File: config.mk
export PLATFORM = sky130hd
export DESIGN_NAME = int_rs_age_scheduler
export DESIGN_NICKNAME = d
export VERILOG_FILES = /design/src/rtl/int_rs_types.sv /design/src/rtl/rs_age_matrix.sv /design/src/rtl/int_rs_age_scheduler.sv
export SDC_FILE = /design/constraint.sdc
export NUM_CORES = 1
export LEC_CHECK = 0
export ABC_CLOCK_PERIOD_IN_PS = 5100
export CAP_MARGIN = 10
export CORE_UTILIZATION = 29
export DETAILED_ROUTE_END_ITERATION = 7
export SLEW_MARGIN = 20
export SYNTH_ARGS = -nofsm -noshare
export SYNTH_HDL_FRONTEND = slang
export SYNTH_SLANG_ARGS = --single-unit
File: constraint.sdc
create_clock -name clk -period 5.1 [get_ports clk]
set_input_delay 1.02 -clock clk [delete_from_list [all_inputs] [get_ports clk]]
set_output_delay 1.02 -clock clk [all_outputs]
set_load 0.01 [all_outputs]
File: src/rtl/int_rs_types.sv
// Shared integer reservation-station types and sizing constants.
package int_rs_types;

  localparam int RS_DEPTH = 8;
  localparam int RS_IDX_W = $clog2(RS_DEPTH);
  localparam int CNT_W    = RS_IDX_W + 1;

  typedef logic [RS_IDX_W-1:0] rs_idx_t;
  typedef logic [RS_DEPTH-1:0] rs_vec_t;

endpackage

File: src/rtl/rs_age_matrix.sv
// Age matrix: age_q[i][j]=1 means entry i is older than entry j.
// Picks the single oldest entry among a request vector. Shared with the memory RS.
module rs_age_matrix #(
  parameter int N     = 8,
  parameter int IDX_W = $clog2(N)
) (
  input  logic             clk,
  input  logic             rst,
  input  logic             flush,
  input  logic             push_valid,
  input  logic [IDX_W-1:0] push_idx,
  input  logic [N-1:0]     req,
  output logic [N-1:0]     oldest
);

  logic [N-1:0][N-1:0] age_q, age_d;

  // Next state: a pushed entry becomes younger than everyone; flush wipes history.
  // The column set comes before the row clear so the diagonal always stays 0,
  // which lets the select below skip an explicit j != i test.
  always_comb begin
    age_d = age_q;
    if (flush) begin
      age_d = '0;
    end else if (push_valid) begin
      for (int i = 0; i < N; i++) begin
        age_d[i][push_idx] = 1'b1;
        age_d[push_idx][i] = 1'b0;
      end
    end
  end

  // Age storage.
  always_ff @(posedge clk or posedge rst) begin
    if (rst) age_q <= '0;
    else     age_q <= age_d;
  end

  // A requester wins unless some other requester is older than it.
  // Stale rows/columns of invalid entries never matter: only requesters are compared.
  always_comb begin
    oldest = '0;
    for (int i = 0; i < N; i++) begin
      oldest[i] = req[i];
      for (int j = 0; j < N; j++)
        if (req[j] && age_q[j][i]) oldest[i] = 1'b0;
    end
  end

endmodule

File: src/rtl/int_rs_age_scheduler.sv
// Integer RS control: free-slot allocation, oldest-first issue select,
// and the occupancy counter for the entry array.
module int_rs_age_scheduler #(
  parameter int RS_DEPTH = int_rs_types::RS_DEPTH,
  parameter int RS_IDX_W = $clog2(RS_DEPTH),
  parameter int CNT_W    = $clog2(RS_DEPTH) + 1
) (
  input  logic                clk,
  input  logic                rst,
  input  logic                flush,
  input  logic                dispatch_valid,
  output logic                dispatch_ready,
  input  logic [RS_DEPTH-1:0] entry_valid,
  input  logic [RS_DEPTH-1:0] entry_request,
  output logic [RS_DEPTH-1:0] push_en,
  output logic [RS_DEPTH-1:0] clear,
  input  logic                fu_ready,
  output logic [RS_DEPTH-1:0] grant,
  output logic                issue_valid,
  output logic [RS_IDX_W-1:0] issue_idx,
  output logic [CNT_W-1:0]    occupancy
);

  logic [RS_DEPTH-1:0] free;
  logic [RS_DEPTH-1:0] win;
  logic [RS_IDX_W-1:0] alloc_idx;
  logic                push_fire;
  logic                issue_ok;
  logic [CNT_W-1:0]    occ_q, occ_d;

  // Lowest-index free slot. Free comes straight from entry_valid, so an entry
  // granted this cycle still looks busy and is only reusable next cycle.
  always_comb begin
    free      = ~entry_valid;
    alloc_idx = '0;
    for (int i = RS_DEPTH - 1; i >= 0; i--)
      if (free[i]) alloc_idx = RS_IDX_W'(i);
  end

  assign dispatch_ready = (|free) && !flush;
  assign push_fire      = dispatch_valid && dispatch_ready;
  assign push_en        = push_fire ? (RS_DEPTH'(1) << alloc_idx) : '0;
  assign clear          = {RS_DEPTH{flush}};

  rs_age_matrix #(
    .N     (RS_DEPTH),
    .IDX_W (RS_IDX_W)
  ) u_age (
    .clk        (clk),
    .rst        (rst),
    .flush      (flush),
    .push_valid (push_fire),
    .push_idx   (alloc_idx),
    .req        (entry_request),
    .oldest     (win)
  );

  assign issue_ok    = fu_ready && !flush;
  assign grant       = win & {RS_DEPTH{issue_ok}};
  assign issue_valid = |grant;

  // Binary encode of the one-hot grant (0 when nothing is granted).
  always_comb begin
    issue_idx = '0;
    for (int i = 0; i < RS_DEPTH; i++)
      if (grant[i]) issue_idx = issue_idx | RS_IDX_W'(i);
  end

  // Occupancy next state: flush wins; push and grant together cancel out.
  always_comb begin
    occ_d = occ_q;
    if (flush)                          occ_d = '0;
    else if (push_fire && !issue_valid) occ_d = occ_q + CNT_W'(1);
    else if (!push_fire && issue_valid) occ_d = occ_q - CNT_W'(1);
  end

  // Occupancy register.
  always_ff @(posedge clk or posedge rst) begin
    if (rst) occ_q <= '0;
    else     occ_q <= occ_d;
  end

  assign occupancy = occ_q;

endmodule

==> PnR_summary.wiki, run 1 <==
{| class="wikitable"
! Metric !! Value
|-
| Pwr/cell area || 307 nW/um^2
|-
| Most frequent cell after synthesis || dfrtp_1
|-
| Number of antenna violations at the first check in global routing || 0
|-
| Vias after detailed routing || 2593
|-
| Combinational cell fraction of total power || 16.3%
|-
| TritonCTS clock tree || yes
|-
| Category of the critical setup timing path || input port to primary output
|-
| Fraction of registers with async set or reset after synthesis || 100%
|-
| Area share of the largest cell type after synthesis || 53.2%
|-
| Synth Instances || 298
|-
| Post-synth EDFFs || 0
|-
| Total number of nets in the final design || 370
|-
| # port buffers || 53
|-
| Max Slew Vio Count || 0
|-
| Fin cells || 487
|-
| Flip-flop and latch count after synthesis || 68
|-
| Buffer levels on the longest clock path || 2
|-
| Number of H-tree branching levels || 3
|-
| Worst skew pair latency || 0.36 ns
|-
| Synthesis Warnings || 0
|-
| Residual DRC || 0
|-
| Kind of path behind the tightest hold check || flop to flop
|-
| Count of antenna-violating nets left after detailed routing || 0
|-
| Most frequent cell on the critical path || clkdlybuf4s50_1
|-
| Vertical die dimension || 107 um
|-
| Number of I/O pins || 54
|-
| Slowest cell on the critical path || clkdlybuf4s50_1
|-
| Final core utilization || 38.3%
|-
| Antenna Cells || 0
|-
| Maximum number of pins on one net before global-route repair || 40
|-
| Post-Route Setup TNS || 0 ns
|-
| Cell Chain, Critical Path || clkdlybuf4s50_1, a22o_1, a221oi_1, and3_1, nor4_4, inv_2, clkdlybuf4s50_1
|-
| Net switching component of the power || 0.345 mW
|-
| Half-perimeter wire length after placement || 6.48 mm
|-
| Type of element capturing the critical path || primary output
|-
| Count of hold buffers inserted by post-cts repair || 0
|-
| Number of global-route vias before repair || 2510
|-
| Endpoints failing hold || 0
|-
| Share of total power in the clock network || 37.2%
|-
| Synth cell types || 40
|-
| Num CTS Buffers || 9
|-
| Global-route wire length before repair || 14.3 mm
|-
| Sink count of the clock tree || 68
|-
| Number of maximum-capacitance violations || 0
|-
| Signed area change from the synthesized netlist to the final layout || 26.0%
|-
| Drt initial violations || 197
|-
| Dpl ws || 0.494 ns
|-
| Part of the Yosys area used for sequential elements || 53.2%
|-
| Final number of setup-violating endpoints || 0
|-
| # placed instances || 471
|-
| Per-cell routed wire length || 19.0 um
|-
| Global placer's final weighted congestion || 0.821
|-
| Post-CTS setup buffer count || 0
|-
| Area of the mapped netlist || 3200 sq um
|-
| Kind of cell adding the most delay to the critical path || buffers and inverters
|-
| Global-route total usage across every layer || 17.0%
|-
| Required time reported for the critical path endpoint || 4.08 ns
|-
| Maximum ir drop on the vdd rail || 0.148 mV
|-
| Result of the run || finished clean
|-
| Achievable Freq || 222 MHz
|-
| Die width || 107 um
|-
| Setup repair after global routing missed its margin || no
|-
| Area of the core region || 10500 sq um
|-
| CTS clk-pin slew, worst paths || 0.08 ns
|-
| Critical path arrival || 3.49 ns
|-
| Synth Area per Inst || 10.7 sq um
|-
| WL final || 9.26 mm
|-
| Biggest area contributors in the synthesized netlist || dfrtp_1 53%, a21o_1 9.2%, a221oi_1 4.4%, o21a_1 3.3%, nor2_1 2.5%
|-
| Clk_skew || 0.0143 ns
|-
| Synth Flop Type || dfrtp_1
|-
| Leakage || 2.11 nW
|-
| Post-CTS Resized || 0
|-
| Standard-cell rows || 37
|-
| Clock period minus worst slack || 4.51 ns
|-
| Clock Tree Root || clkbuf_8
|-
| Period utilisation layout || 88.4%
|-
| Remaining max-slew budget at the tightest pin || 46.5%
|-
| Type of origin of the critical path || input port
|-
| Internal Dissipation || 0.891 mW
|-
| Die area || 11400 sq um
|-
| List of most frequent post-synthesis cells || 68 x dfrtp_1, 39 x a21o_1, 21 x nor2_1
|-
| Crit Path Max Fanout || 8
|-
| Minimum setup slack in the final design || 0.592 ns
|-
| Sequential fraction of design power || 46.5%
|-
| Post-synth top area cell || dfrtp_1
|-
| Syn nets || 322
|-
| Switching part of the total || 27.9%
|-
| TritonRoute pass-1 iters || 5
|-
| Vias per Instance || 5.32
|-
| Fraction of layout instances using a drive strength above 1 || 9.40%
|-
| Grt ovf || 0
|-
| Biggest cell delay along the critical path || 0.63 ns
|-
| Post-route total power || 1.24 mW
|-
| Buf/Inv on CP || 3
|-
| Initial core utilization || 30.4%
|-
| Measured slew at the worst slew-check pin || 0.801 ns
|}
[flip-flops by register name (all words and copies together) (netlist names)]
name,flops
occupancy,4
u_age.age_q,64
[cell usage in the layout (no fill, tap or decap), types with 2 or more instances in the layout]
master and n:
inv_1 9, nand3_1 7, o21ai_0 2, inv_2 3, a21oi_1 15, and2_1 8
a211oi_1 5, and3_1 9, clkdlybuf4s50_1 53, o21ai_1 2, ha_1 2, a22o_1 8
and3_4 2, dfrtp_1 68, o21a_1 14, a31oi_1 2, nor2_1 21, nor3_1 4
clkinvlp_4 2, nand2b_1 8, clkbuf_8 10, a221oi_1 16, buf_4 8, nand2_1 10
nor4_1 2, nor2b_1 4, nand4_1 2, a21o_1 39
[logic make-up after synthesis]
family,share of synthesized area [%]
AO/OA/AOI/OAI,24.9
XOR/XNOR,0.274
adder cells (fa/ha/maj),1.41
buffers and inverters,5.52
flip-flops,53.2
AND/OR/NAND/NOR,14.7
[final cells by class]
class                   count  area, sq um
repair buffers             61          591
inverters                  12         45.0
well taps                 136          170
multi-input cells         194         1320
clock buffers              11          141
fillers                  1005         6480
flip-flops and latches     68         1700
clock inverters             5         58.8
[per-layer routing]
| layer | global-route usage [%] | share of wire [%] | vias up |
|---|---|---|---|
| li1 | - | - | 1174 |
| met1 | 23.0 | 47 | 1296 |
| met2 | 25.9 | 45 | 108 |
| met3 | 4.07 | 6.7 | 15 |
| met4 | 6.95 | 1.8 | 0 |
| met5 | 0 | 0 | - |
[through the flow]
| step | hold WS (ns) | cell area, sq um |
|---|---|---|
| final | 0.482 | 4030 |
| after global routing | 0.490 | 4030 |
| after CTS | 0.480 | 4030 |
| after detailed placement | 0.465 | 3820 |
| after global placement | 0.459 | 3820 |
| after floorplan | 0.444 | 3200 |
[path summary, 6_finish.rpt]
kind | depth (start not counted) | endpoint | slack (ns) | from
max | 7 | issue_idx[2] | 0.59 | entry_request[2]
min | 1 | u_age.age_q[7] | 0.48 | u_age.age_q[7]
max reg2reg | 10 | occupancy[3] | 2.03 | u_age.age_q[26]
min reg2reg | 1 | u_age.age_q[7] | 0.48 | u_age.age_q[7]
max in group asynchronous | 3 | u_age.age_q[33] | 3.06 | rst
min in group asynchronous | 2 | u_age.age_q[4] | 1.14 | rst
[power by group through the flow]
stage / Combinational, mW / Sequential, mW / Clock, mW
6_report: 0.202 / 0.574 / 0.460
5_1_grt: 0.222 / 0.576 / 0.489
4_1_cts: 0.203 / 0.574 / 0.465
3_5_place_dp: 0.203 / 0.584 / 0
3_3_place_gp: 0.200 / 0.583 / 0
2_1_floorplan: 0.114 / 0.584 / 0
(Power assumes the default switching activity.)
==> run 2, diff against run 1 <==
--- a/config.mk
+++ b/config.mk
@@ -8,6 +8,7 @@
 export ABC_CLOCK_PERIOD_IN_PS = 5100
 export CAP_MARGIN = 10
 export CORE_UTILIZATION = 29
+export CTS_BUF_LIST = sky130_fd_sc_hd__clkbuf_8 sky130_fd_sc_hd__clkbuf_16
 export DETAILED_ROUTE_END_ITERATION = 7
 export SLEW_MARGIN = 20
 export SYNTH_ARGS = -nofsm -noshare
==> run 2 against run 1 <==
Final area unchanged. Sequential share of layout area did not move. Register-to-register slack hardly changed. Global-route usage unchanged. Worst setup slack got worse by 0.014 ns. Sequential power about the same. Critical path depth unchanged. Combinational power hardly changed. Total power shrank 0.45%. Critical endpoint unchanged. Largest power group unchanged. Highest routed layer unchanged.
==> PnR_summary.wiki, run 2 (synthesized netlist as in run 1, its figures left out) <==
{| class="wikitable"
! Metric !! Value
|-
| Largest register FFs || 64
|-
| Post-CTS Resized || 0
|-
| Area of the core region || 10500 sq um
|-
| TritonRoute pass-1 iters || 4
|-
| Achievable Freq || 221 MHz
|-
| Category of the critical setup timing path || input port to primary output
|-
| Signed area change from the synthesized netlist to the final layout || 26.0%
|-
| Die width || 107 um
|-
| Vertical die dimension || 107 um
|-
| Grt ovf || 0
|-
| Vias per Instance || 5.27
|-
| Count of hold buffers inserted by post-cts repair || 0
|-
| Start of the worst register-to-register path || u_age.age_q[19]
|-
| Endpoint of the worst register-to-register path || occupancy[3]
|-
| Clock period minus worst slack || 4.52 ns
|-
| Most frequent cell on the critical path || clkdlybuf4s50_1
|-
| Standard-cell rows || 37
|-
| Total of fill cells in the finished design || 1005
|-
| Number of I/O pins || 54
|-
| Cell depth of the worst min-delay path || 1
|-
| Final number of setup-violating endpoints || 0
|-
| Commonest non-fill, non-tap cells in the layout || 68 x dfrtp_1, 53 x clkdlybuf4s50_1, 39 x a21o_1, 21 x nor2_1, 16 x a221oi_1
|-
| Maximum ir drop on the vdd rail || 0.148 mV
|-
| Buffer levels on the longest clock path || 2
|-
| FF-to-FF setup slack || 2.03 ns
|-
| Leading cell type in the layout, fill and taps excluded || dfrtp_1
|-
| Global-route wire length before repair || 14.3 mm
|-
| Cell Chain, Critical Path || clkdlybuf4s50_1, a22o_1, a221oi_1, and3_1, nor4_4, inv_2, clkdlybuf4s50_1
|-
| Kind of path behind the tightest hold check || flop to flop
|-
| Global placer's final weighted congestion || 0.821
|-
| Slowest cell on the critical path || clkdlybuf4s50_1
|-
| Number of H-tree branching levels || 3
|-
| Count of antenna-violating nets left after detailed routing || 0
|-
| Type of origin of the critical path || input port
|-
| Number of antenna violations at the first check in global routing || 0
|-
| Half-perimeter wire length after placement || 6.48 mm
|-
| Dpl ws || 0.494 ns
|-
| Max Slew Vio Count || 0
|-
| Die area || 11400 sq um
|-
| Worst min-delay path startpoint || u_age.age_q[33]
|-
| Clock Tree Root || clkbuf_8
|-
| Type of element capturing the critical path || primary output
|-
| Post-Route Setup TNS || 0 ns
|-
| # port buffers || 53
|-
| Endpoints failing hold || 0
|-
| Maximum number of pins on one net before global-route repair || 40
|-
| R2R cell count || 10
|-
| Residual DRC || 0
|-
| Per-cell routed wire length || 18.9 um
|-
| Number of global-route vias before repair || 2510
|-
| Setup repair after global routing missed its margin || no
|-
| Vias after detailed routing || 2566
|-
| Num CTS Buffers || 9
|-
| Antenna Cells || 0
|-
| Pwr/cell area || 306 nW/um^2
|-
| Measured slew at the worst slew-check pin || 0.797 ns
|-
| Fraction of layout instances using a drive strength above 1 || 9.40%
|-
| Global-route total usage across every layer || 17.0%
|-
| Result of the run || finished clean
|-
| Register ranked first by flip-flop count || u_age.age_q
|-
| End point of the most critical hold path || u_age.age_q[33]
|-
| Total number of nets in the final design || 370
|-
| Worst skew pair latency || 0.35 ns
|-
| Leakage || 2.11 nW
|-
| Required time reported for the critical path endpoint || 4.08 ns
|-
| Period utilisation layout || 88.7%
|-
| WL final || 9.19 mm
|-
| CTS clk-pin slew, worst paths || 0.06 ns
|-
| Area of the multi-input gates || 1320 sq um
|-
| Combined flip-flop and latch cell area || 1700 sq um
|-
| Remaining max-slew budget at the tightest pin || 46.8%
|-
| Sink count of the clock tree || 68
|-
| Clk_skew || 0.0148 ns
|-
| Biggest cell delay along the critical path || 0.63 ns
|-
| TritonCTS clock tree || yes
|-
| Crit Path Max Fanout || 8
|-
| Post-CTS setup buffer count || 0
|-
| Minimum setup slack in the final design || 0.578 ns
|-
| Critical path arrival || 3.50 ns
|-
| Initial core utilization || 30.4%
|-
| Drt initial violations || 194
|-
| Number of maximum-capacitance violations || 0
|}
-- run 2: cell count changes in the layout (fill, tap and decap cells not counted), sizes merged --
| cell | before | now |
|---|---|---|
| clkbuf | 11 | 10 |
| inv | 13 | 14 |
-- run 2: where the power goes --
| group | switching, mW | total [mW] | internal (mW) |
|---|---|---|---|
| registers | 0.0163 | 0.574 | 0.558 |
| logic | 0.109 | 0.201 | 0.0925 |
| clock network | 0.217 | 0.455 | 0.238 |
| total | 0.342 | 1.23 | 0.889 |
-- run 2: worst max path at each step --
| stage | cells after the start | from | slack, ns | to |
|---|---|---|---|---|
| finish | 7 | entry_request[2] | 0.58 | issue_idx[2] |
| detailed placement | 11 | entry_request[3] | 0.49 | occupancy[3] |
| CTS | 7 | entry_request[2] | 0.60 | issue_idx[2] |
| global route | 7 | entry_request[3] | 0.51 | issue_valid |
| floorplan | 10 | entry_request[1] | 1.36 | occupancy[3] |
| global placement | 11 | entry_request[3] | 0.58 | occupancy[3] |
-- run 2: routing by layer --
layer  routed length (um)  track usage, %  vias to the layer above
met2                 4120            25.9                      104
met3                  825            4.07                       14
li1                     -               -                     1174
met5                    0               0                        -
met1                 4140            23.0                     1274
met4                  107            6.95                        0
-- run 2: stage by stage --
| step | instances | power, mW | instance area, sq um | util [%] | hold slack, ns |
|---|---|---|---|---|---|
| final | 487 | 1.23 | 4030 | 38.3 | 0.481 |
| after global routing | 487 | 1.29 | 4030 | 38.3 | 0.490 |
| after CTS | 487 | 1.24 | 4030 | 38.3 | 0.480 |
| after detailed placement | 471 | 0.787 | 3820 | 36.4 | 0.465 |
| after global placement | 471 | 0.783 | 3820 | 36.4 | 0.459 |
| after floorplan | 298 | 0.698 | 3200 | - | 0.444 |
-- run 2: area by class of cell --
class                           instances  area share [%]
Sequential cell                        68            42.3
Multi-Input combinational cell        194            32.7
Timing Repair Buffer                   61            14.7
Tap cell                              136            4.23
Clock buffer                           10            3.42
Clock inverter                          6            1.55
Inverter                               12            1.12
-- run 2: worst max-delay path: cells and delay by family --
| family | cells | cell delay, ns |
|---|---|---|
| buffers and inverters | 3 | 1.31 |
| AOI/OAI and AO/OA | 2 | 0.70 |
| and+or+nand+nor | 2 | 0.46 |
==> run 3, diff against run 2 <==
--- a/config.mk
+++ b/config.mk
@@ -7,6 +7,7 @@
 export LEC_CHECK = 0
 export ABC_CLOCK_PERIOD_IN_PS = 5100
 export CAP_MARGIN = 10
+export CORE_ASPECT_RATIO = 1.25
 export CORE_UTILIZATION = 29
 export CTS_BUF_LIST = sky130_fd_sc_hd__clkbuf_8 sky130_fd_sc_hd__clkbuf_16
 export DETAILED_ROUTE_END_ITERATION = 7
==> run 3 against run 2 <==
Utilization rose by 0.98 points. Final cell count down 0.82%. Sequential share of layout area is 1.7 points lower. Wire length rose by 2.9%. Final area grew 4.1%. Hold slack worse by 0.0062 ns. Critical path type unchanged. Largest power group is now clock. Highest routed layer unchanged.
==> PnR_summary.wiki, run 3 (synthesized netlist as in run 1, its figures left out) <==
{| class="wikitable"
! Metric !! Value
|-
| Type of origin of the critical path || input port
|-
| Crit Path Max Fanout || 8
|-
| Standard-cell rows || 42
|-
| Per-cell routed wire length || 19.6 um
|-
| Final number of setup-violating endpoints || 0
|-
| Clock period minus worst slack || 4.47 ns
|-
| Vertical die dimension || 119 um
|-
| Number of global-route vias before repair || 2600
|-
| Maximum ir drop on the vdd rail || 0.180 mV
|-
| Fraction of layout instances using a drive strength above 1 || 9.69%
|-
| Kind of path behind the tightest hold check || flop to flop
|-
| Endpoints failing hold || 0
|-
| Number of maximum-capacitance violations || 0
|-
| Cell depth of the worst min-delay path || 1
|-
| Register ranked first by flip-flop count || u_age.age_q
|-
| TritonRoute pass-1 iters || 4
|-
| Global-route total usage across every layer || 17.9%
|-
| # placed instances || 467
|-
| Biggest cell delay along the critical path || 0.69 ns
|-
| Vias after detailed routing || 2603
|-
| FF-to-FF setup slack || 2.09 ns
|-
| Number of antenna violations at the first check in global routing || 0
|-
| Category of the critical setup timing path || input port to primary output
|-
| Drt initial violations || 152
|-
| # port buffers || 53
|-
| Worst min-delay path startpoint || u_age.age_q[2]
|-
| Count of hold buffers inserted by post-cts repair || 0
|-
| Clock Tree Root || clkbuf_16
|-
| Endpoint of the worst register-to-register path || occupancy[3]
|-
| Slowest cell on the critical path || clkdlybuf4s50_1
|-
| Post-CTS Resized || 0
|-
| End point of the most critical hold path || u_age.age_q[2]
|-
| Number of H-tree branching levels || 3
|-
| Required time reported for the critical path endpoint || 4.08 ns
|-
| Kind of cell adding the most delay to the critical path || buffers and inverters
|-
| Half-perimeter wire length after placement || 6.75 mm
|-
| Total of fill cells in the finished design || 1029
|-
| Start of the worst register-to-register path || u_age.age_q[5]
|-
| Critical path arrival || 3.45 ns
|-
| Max Slew Vio Count || 0
|-
| Largest register FFs || 64
|-
| Post-Route Setup TNS || 0 ns
|-
| Cell Chain, Critical Path || clkdlybuf4s50_1, a22o_1, a221oi_1, and3_1, nor4_4, inv_2, clkdlybuf4s50_1
|-
| Signed area change from the synthesized netlist to the final layout || 31.1%
|-
| Global placer's final weighted congestion || 0.845
|-
| Result of the run || finished clean
|-
| Residual DRC || 0
|-
| Pwr/cell area || 367 nW/um^2
|-
| Vias per Instance || 5.39
|-
| Minimum setup slack in the final design || 0.630 ns
|-
| Clk_skew || 0.00520 ns
|-
| Antenna Cells || 0
|-
| Buf/Inv on CP || 3
|-
| WL final || 9.45 mm
|-
| Grt ovf || 0
|-
| Total number of nets in the final design || 370
|-
| Period utilisation layout || 87.6%
|-
| Achievable Freq || 224 MHz
|-
| Maximum number of pins on one net before global-route repair || 40
|-
| Area of the core region || 10700 sq um
|-
| Count of antenna-violating nets left after detailed routing || 0
|-
| Initial core utilization || 30.0%
|-
| Die area || 11400 sq um
|-
| Remaining max-slew budget at the tightest pin || 44.8%
|-
| Num CTS Buffers || 9
|-
| Buffer levels on the longest clock path || 2
|-
| Type of element capturing the critical path || primary output
|-
| Measured slew at the worst slew-check pin || 0.827 ns
|-
| Most frequent cell on the critical path || clkdlybuf4s50_1
|-
| Die width || 95.9 um
|-
| Dpl ws || 0.521 ns
|-
| CTS clk-pin slew, worst paths || 0.06 ns
|-
| Global-route wire length before repair || 14.8 mm
|-
| Worst skew pair latency || 0.33 ns
|-
| Sink count of the clock tree || 68
|-
| Leading cell type in the layout, fill and taps excluded || dfrtp_1
|-
| Setup repair after global routing missed its margin || no
|-
| Commonest non-fill, non-tap cells in the layout || 68 x dfrtp_1, 53 x clkdlybuf4s50_1, 39 x a21o_1, 21 x nor2_1, 16 x a221oi_1
|-
| Post-CTS setup buffer count || 0
|-
| Worst hold slack || 0.475 ns
|-
| Fin cells || 483
|-
| TritonCTS clock tree || yes
|-
| Number of I/O pins || 54
|-
| R2R cell count || 11
|-
| Leakage || 2.20 nW
|}
## run 3: changes by cell type in the layout (fill, tap and decap cells not counted)
cell / change
clkbuf_16: +9
clkbuf_8: -6
bufinv_16: +2
clkinvlp_4: -2
clkinv_2: -1
inv_1: -1
inv_6: -1
## run 3: through the flow
stage	cell area (sq um)	util (%)	power (mW)
2_1_floorplan	3200	-	0.698
3_3_place_gp	3820	35.8	0.784
3_5_place_dp	3820	35.8	0.787
4_1_cts	4190	39.3	1.54
5_1_grt	4190	39.3	1.59
6_report	4190	39.3	1.54
## run 3: worst max path at each step
stage	from	end	slack, ns	cells past startpoint
4_1_cts	entry_request[0]	issue_idx[2]	0.64	7
2_1_floorplan	entry_request[1]	occupancy[3]	1.36	10
5_1_grt	entry_request[3]	issue_valid	0.50	7
3_5_place_dp	entry_request[0]	occupancy[3]	0.52	12
3_3_place_gp	entry_request[0]	occupancy[3]	0.58	12
6_report	entry_request[0]	issue_idx[2]	0.63	7
## run 3: routing by layer
metal,track usage [%],vias to the layer above,wire [um]
li1,-,1169,-
met2,28.8,117,4570
met4,6.81,0,222
met5,0,-,0
met1,23.7,1298,3990
met3,3.07,19,660
## run 3: area by class of cell
cell class	instances	area, sq um	area share [%]
Inverter	12	45.0	1.07
Clock inverter	3	90.1	2.15
Tap cell	132	165	3.94
Multi-Input combinational cell	194	1320	31.4
Sequential cell	68	1700	40.6
Timing Repair Buffer	61	591	14.1
Clock buffer	13	280	6.69
## run 3: worst register-to-register path, stage by stage, from the launching register on
cell and delay [ns]:
dfrtp_1 0.34, a22o_1 0.13, a221oi_1 0.04, and3_1 0.27, nor4_4 0.38, inv_2 0.13, or3_1 0.44, ha_1 0.30
a21o_1 0.10, a21oi_1 0.10, or4b_2 0.61, nand3_1 0.09
## run 3: where the power goes
group	internal (mW)	switching [mW]	leakage, nW
Combinational	0.0922	0.110	1.08
Sequential	0.559	0.0156	0.934
Clock	0.531	0.231	0.182
Total	1.18	0.357	2.20
